**src/rtl/fifo_pkg.sv**
```systemverilog
// Shared async-FIFO definitions used by both the write-side and read-side controllers.
// Gray helpers run on 32 bits; callers zero-extend their operands and truncate the result.
package fifo_pkg;
  localparam int DATA_W_DEF = 16;
  localparam int ADDR_W_DEF = 4;

  function automatic logic [31:0] bin2gray(input logic [31:0] b);
    return b ^ (b >> 1);
  endfunction

  // Each binary bit is the XOR of all Gray bits at or above it.
  function automatic logic [31:0] gray2bin(input logic [31:0] g);
    logic [31:0] b;
    b = g;
    for (int i = 1; i < 32; i++) b = b ^ (g >> i);
    return b;
  endfunction
endpackage

```
**src/rtl/sync_2ff.sv**
```systemverilog
// Two-flop synchronizer for a Gray-coded bus crossing into the local clock domain.
// Both stages reset to zero.
module sync_2ff #(
  parameter int W = 5
) (
  input  logic         clk,
  input  logic         rst_n,
  input  logic [W-1:0] d,
  output logic [W-1:0] q
);
  logic [W-1:0] rq1_q, rq2_q;

  always_ff @(posedge clk or negedge rst_n) begin
    if (!rst_n) begin
      rq1_q <= '0;
      rq2_q <= '0;
    end else begin
      rq1_q <= d;
      rq2_q <= rq1_q;
    end
  end

  assign q = rq2_q;
endmodule

```
**src/rtl/fifo_wr_ctrl.sv**
```systemverilog
// Write-side controller of an async FIFO: the write pointer, the registered memory write port,
// and the full, almost_full, level and overflow flags derived from the synchronized read pointer.
module fifo_wr_ctrl
  import fifo_pkg::*;
#(
  parameter int DATA_W    = DATA_W_DEF,
  parameter int ADDR_W    = ADDR_W_DEF,
  parameter int AF_THRESH = 12
) (
  input  logic              wclk,
  input  logic              rst_n,
  input  logic              wr_en,
  input  logic [DATA_W-1:0] wr_data,
  input  logic              ovf_clr,
  input  logic [ADDR_W:0]   rd_ptr_gray,
  output logic              mem_we,
  output logic [ADDR_W-1:0] mem_waddr,
  output logic [DATA_W-1:0] mem_wdata,
  output logic [ADDR_W:0]   wr_ptr_gray,
  output logic              full,
  output logic              almost_full,
  output logic [ADDR_W:0]   wr_level,
  output logic              overflow
);
  localparam logic [ADDR_W:0] AF_LVL = (ADDR_W+1)'(AF_THRESH);

  logic [ADDR_W:0]   rq2;
  logic [ADDR_W:0]   wbin_q, wbin_d, rbin;
  logic [ADDR_W:0]   wgray_q, wgray_d;
  logic [ADDR_W:0]   level_q, level_d;
  logic              full_q, full_d, af_q, af_d, ovf_q, ovf_d;
  logic              mem_we_q, mem_we_d;
  logic [ADDR_W-1:0] mem_waddr_q, mem_waddr_d;
  logic [DATA_W-1:0] mem_wdata_q, mem_wdata_d;
  logic              wr_acc;

  sync_2ff #(.W(ADDR_W+1)) u_rptr_sync (
    .clk  (wclk),
    .rst_n(rst_n),
    .d    (rd_ptr_gray),
    .q    (rq2)
  );

  always_comb begin
    wr_acc  = wr_en & ~full_q;
    wbin_d  = wbin_q + {{ADDR_W{1'b0}}, wr_acc};
    wgray_d = (ADDR_W+1)'(bin2gray(32'(wbin_d)));
    rbin    = (ADDR_W+1)'(gray2bin(32'(rq2)));
    // Full when the write pointer is exactly one lap ahead: top two Gray bits inverted.
    full_d  = (wgray_d == {~rq2[ADDR_W:ADDR_W-1], rq2[ADDR_W-2:0]});
    level_d = wbin_d - rbin;
    af_d    = (level_d >= AF_LVL);
    mem_we_d    = wr_acc;
    mem_waddr_d = wr_acc ? wbin_q[ADDR_W-1:0] : mem_waddr_q;
    mem_wdata_d = wr_acc ? wr_data : mem_wdata_q;
    // A new overflow event beats a clear in the same cycle.
    ovf_d = (wr_en & full_q) ? 1'b1 : (ovf_clr ? 1'b0 : ovf_q);
  end

  always_ff @(posedge wclk or negedge rst_n) begin
    if (!rst_n) begin
      wbin_q      <= '0;
      wgray_q     <= '0;
      level_q     <= '0;
      full_q      <= 1'b0;
      af_q        <= 1'b0;
      ovf_q       <= 1'b0;
      mem_we_q    <= 1'b0;
      mem_waddr_q <= '0;
      mem_wdata_q <= '0;
    end else begin
      wbin_q      <= wbin_d;
      wgray_q     <= wgray_d;
      level_q     <= level_d;
      full_q      <= full_d;
      af_q        <= af_d;
      ovf_q       <= ovf_d;
      mem_we_q    <= mem_we_d;
      mem_waddr_q <= mem_waddr_d;
      mem_wdata_q <= mem_wdata_d;
    end
  end

  assign mem_we      = mem_we_q;
  assign mem_waddr   = mem_waddr_q;
  assign mem_wdata   = mem_wdata_q;
  assign wr_ptr_gray = wgray_q;
  assign full        = full_q;
  assign almost_full = af_q;
  assign wr_level    = level_q;
  assign overflow    = ovf_q;
endmodule

```
**config.mk**
```make
export PLATFORM = sky130hd
export DESIGN_NAME = fifo_wr_ctrl
export DESIGN_NICKNAME = d
export VERILOG_FILES = /design/src/rtl/fifo_pkg.sv /design/src/rtl/sync_2ff.sv /design/src/rtl/fifo_wr_ctrl.sv
export SDC_FILE = /design/constraint.sdc
export NUM_CORES = 1
export LEC_CHECK = 0
export ABC_AREA = 1
export BUFFER_PORTS_ARGS = -buffer_cell sky130_fd_sc_hd__buf_4
export CORE_ASPECT_RATIO = 1.5
export CORE_MARGIN = 4
export CORE_UTILIZATION = 35
export CTS_BUF_LIST = sky130_fd_sc_hd__clkbuf_2
export DETAILED_ROUTE_END_ITERATION = 12
export PLACE_DENSITY = 0.68
export RECOVER_POWER = 100
export SYNTH_ARGS = -nofsm -noshare
export SYNTH_HDL_FRONTEND = slang
export SYNTH_SLANG_ARGS = --single-unit
```
**constraint.sdc**
```tcl
create_clock -name wclk -period 2.45 [get_ports wclk]
set_input_delay 0.1225 -clock wclk [delete_from_list [all_inputs] [get_ports wclk]]
set_output_delay 0.1225 -clock wclk [all_outputs]
set_load 0.03 [all_outputs]
```
==> impl_metrics.tcl <==
set metrics [dict create \
    status "completed" \
    leakage_nw 1.368 \
    hp-class "primary input to register" \
    relSlewSlack_pct 24.95 \
    slew_viol_final 0 \
    syn_avg_cell_area_um2 9.495 \
    wl_per_cell_um 11.45 \
    synth_area_um2 1984 \
    place_congestion 0.8175 \
    numCtsBuffers 5 \
    yosysTopAreaCell "dfrtp_1" \
    cp.required_ns 2.81 \
    nNetsFinal 326 \
    die_h_um 100.2 \
    drc_errors 0 \
    clk-insertion-delay-late_ns 0.40 \
    clockRootBuffer "clkbuf_2" \
    finalHoldViolCount 0 \
    cts_tree "built" \
    grt_setup_unrepaired "no" \
    fin_crit_ns 2.235 \
    crit_buf_inv 1 \
    cp.arrival_ns 2.60 \
    final_antenna_net_count 0 \
    critPathCaptureType "register" \
    critical_path.max_fanout 3 \
    synth_area_leaders "dfrtp_1 61%, nand2_1 18%, ha_1 3.8%" \
    vias_per_cell 4.416 \
    tns_ns 0 \
    nFillCells 552 \
    synth_top_cell_area_share_pct 60.53 \
    vias 1612 \
    overflow 0 \
    core_um2 5492 \
    drv_cap 0 \
    cp_common_cell "nand2_1" \
    antenna_found_initial 0 \
    finalCritPeriodShare_pct 91.22 \
    clockBufferDepth 2 \
    initialDrtViolationCount 80 \
    rows 33 \
    cp_cell_sequence "xnor2_2, xor2_2, xor2_1, ha_1, fa_1, inv_1, nand2_1, nand2_1, a21oi_1, or2_0, nand3_1" \
    cpPeakStageDelay_ns 0.46 \
    grt_pass1_vias 1616 \
    synthCells 209 \
    first_pass_iters 4 \
    max_freq_mhz 447.5 \
    cts.sinks 48 \
    initial_core_util_pct 36.14 \
    fin_area_um2 2681 \
    powerDensity_nw_per_um2 1146 \
    synth_fp_nets 241 \
    portBuffers 58 \
    crit_slowest_cell "dfrtp_1" \
    grtUsageTotal_pct 12.92 \
    n_antenna_cell 0 \
    setup_viol 0 \
    detailed_place.area_um2 2499 \
    final_layout_size_suffix_gt1_share_pct 13.56 \
    grt_max_degree 49 \
    synthDistinctLibCells 20 \
    areaGrowthSynthToFinish_pct 35.12 \
    grt_first_pass_wirelength_um 7258 \
    die_x_um 69.48 \
    ios 59 \
    vdd_drop_max_uv 482.1 \
    cts-htree-levels 2 \
    wirelength_um 4178 \
    cts.clk_slew.worst_paths_ns 0.22 \
    cpLargestDelayFamily "adder cells" \
    ys_warn_count 0 \
    clock-skew-final_ns 0.007470 \
    die_area_um2 6963 \
    crit_type "register to register" \
    ys_seq_area_share_pct 60.53 \
    tightest_slew_ns 1.126 \
    synth-seq-cells 48 \
    dp_hpwl_um 2931 \
    startpoint_type "register" \
]
## layer usage
| metal | vias up | GRT usage [%] | routed length [um] | part of all wire, % |
|---|---|---|---|---|
| li1 | 810 | - | - | - |
| met1 | 757 | 14.34 | 1687 | 40 |
| met2 | 39 | 23.75 | 2225 | 53 |
| met3 | 6 | 2.705 | 187 | 4.5 |
| met4 | 0 | 5.414 | 77 | 1.8 |
| met5 | - | 0 | 0 | 0 |
## Yosys cell counts
library cell / number
ha_1: 6
nand2_1: 95
or2_1: 1
xor2_2: 2
buf_4: 2
nor2_1: 3
xor2_1: 2
xnor2_2: 1
inv_1: 16
inv_2: 1
clkbuf_1: 2
nand4_1: 3
buf_2: 2
nand3_1: 14
xnor2_1: 2
a21oi_1: 2
o21ai_0: 4
dfrtp_1: 48
nand3b_1: 2
fa_1: 1
## kinds of logic (layout without fill, tap and decap cells)
| family | after synthesis | in the layout | share of synthesized area [%] |
|---|---|---|---|
| simple gates | 118 | 118 | 24.09 |
| flops | 48 | 48 | 60.53 |
| xor+xnor | 7 | 7 | 4.225 |
| buf+inv | 23 | 109 | 4.855 |
| fa+ha+maj | 7 | 7 | 4.792 |
| compound gates | 6 | 6 | 1.513 |
## through the flow
step	hold WS, ns	worst slack, ns	total power, mW	cells	util (%)
after floorplan	-0.1731	0.01175	2.303	209	-
after global placement	0.1729	0.2788	2.812	332	45.50
after detailed placement	0.1730	0.1771	2.833	332	45.50
after CTS	0.1472	0.1395	3.277	364	51.01
after global routing	0.1659	0.006131	3.320	365	48.83
final	0.1760	0.2151	3.074	365	48.83
## placed cells by master, fill, tap and decap left out, types with 3 or more instances in the layout
cell type      synthesis  final
nand2_1               95     95
dlygate4sd3_1          0     24
buf_4                  2     20
ha_1                   6      4
clkbuf_1               2     34
dfrtp_1               48     47
inv_1                 16     16
nand3_1               14     14
nand4_1                3      3
clkbuf_4               0      5
clkbuf_2               0      6
o21ai_0                4      4
## state kept, by name, indices dropped and copies added (netlist names)
| name | flops |
|---|---|
| u_rptr_sync.rq1_q | 5 |
| full | 1 |
| u_rptr_sync.q | 5 |
| overflow | 1 |
| mem_wdata | 16 |
| wbin_q | 5 |
| mem_we | 1 |
| almost_full | 1 |
| wr_level | 5 |
| wr_ptr_gray | 4 |
| mem_waddr | 4 |
## worst paths after layout
check	start	endpoint	slack [ns]	depth (start not counted)
worst max-delay path	u_rptr_sync.q[3]	almost_full	0.22	11
worst min-delay path	wr_en	mem_we	0.18	4
worst max register to register	u_rptr_sync.q[3]	almost_full	0.22	11
worst min register to register	u_rptr_sync.rq1_q[0]	u_rptr_sync.q[0]	0.38	0
max in group asynchronous	rst_n	full	1.27	2
min in group asynchronous	rst_n	wr_level[2]	0.44	2
## cell type report
| type | count | area [um2] | share of cell area (%) |
|---|---|---|---|
| Timing Repair Buffer | 84 | 560.5 | 20.91 |
| Tap cell | 70 | 87.58 | 3.266 |
| Clock buffer | 5 | 25.02 | 0.9333 |
| Sequential cell | 48 | 1202 | 44.84 |
| Multi-Input combinational cell | 138 | 704.4 | 26.27 |
| Clock inverter | 3 | 37.54 | 1.400 |
| Inverter | 17 | 63.81 | 2.380 |
## report_power, final
part / switching (mW) / internal [mW] / leakage, nW
clock network: 0.235 / 0.166 / 0.0380
logic: 1.04 / 0.469 / 0.752
registers: 0.131 / 1.03 / 0.578
## what timing repair did
action                                  in CTS  in global routing
buffers inserted                             0                  1
resized for setup                            0                  1
hold buffers                                24                  0
endpoints found under the hold margin       70                  0
endpoints found under the setup margin       0                  2
## worst reg2reg max path: stages, from the launching register on
cell and delay, ns:
dfrtp_1 0.46, xnor2_2 0.24, xor2_2 0.22, xor2_1 0.10
ha_1 0.21, fa_1 0.41, inv_1 0.07, nand2_1 0.04
nand2_1 0.05, a21oi_1 0.06, or2_0 0.24, nand3_1 0.09
Power figures use the tool's default switching activity.
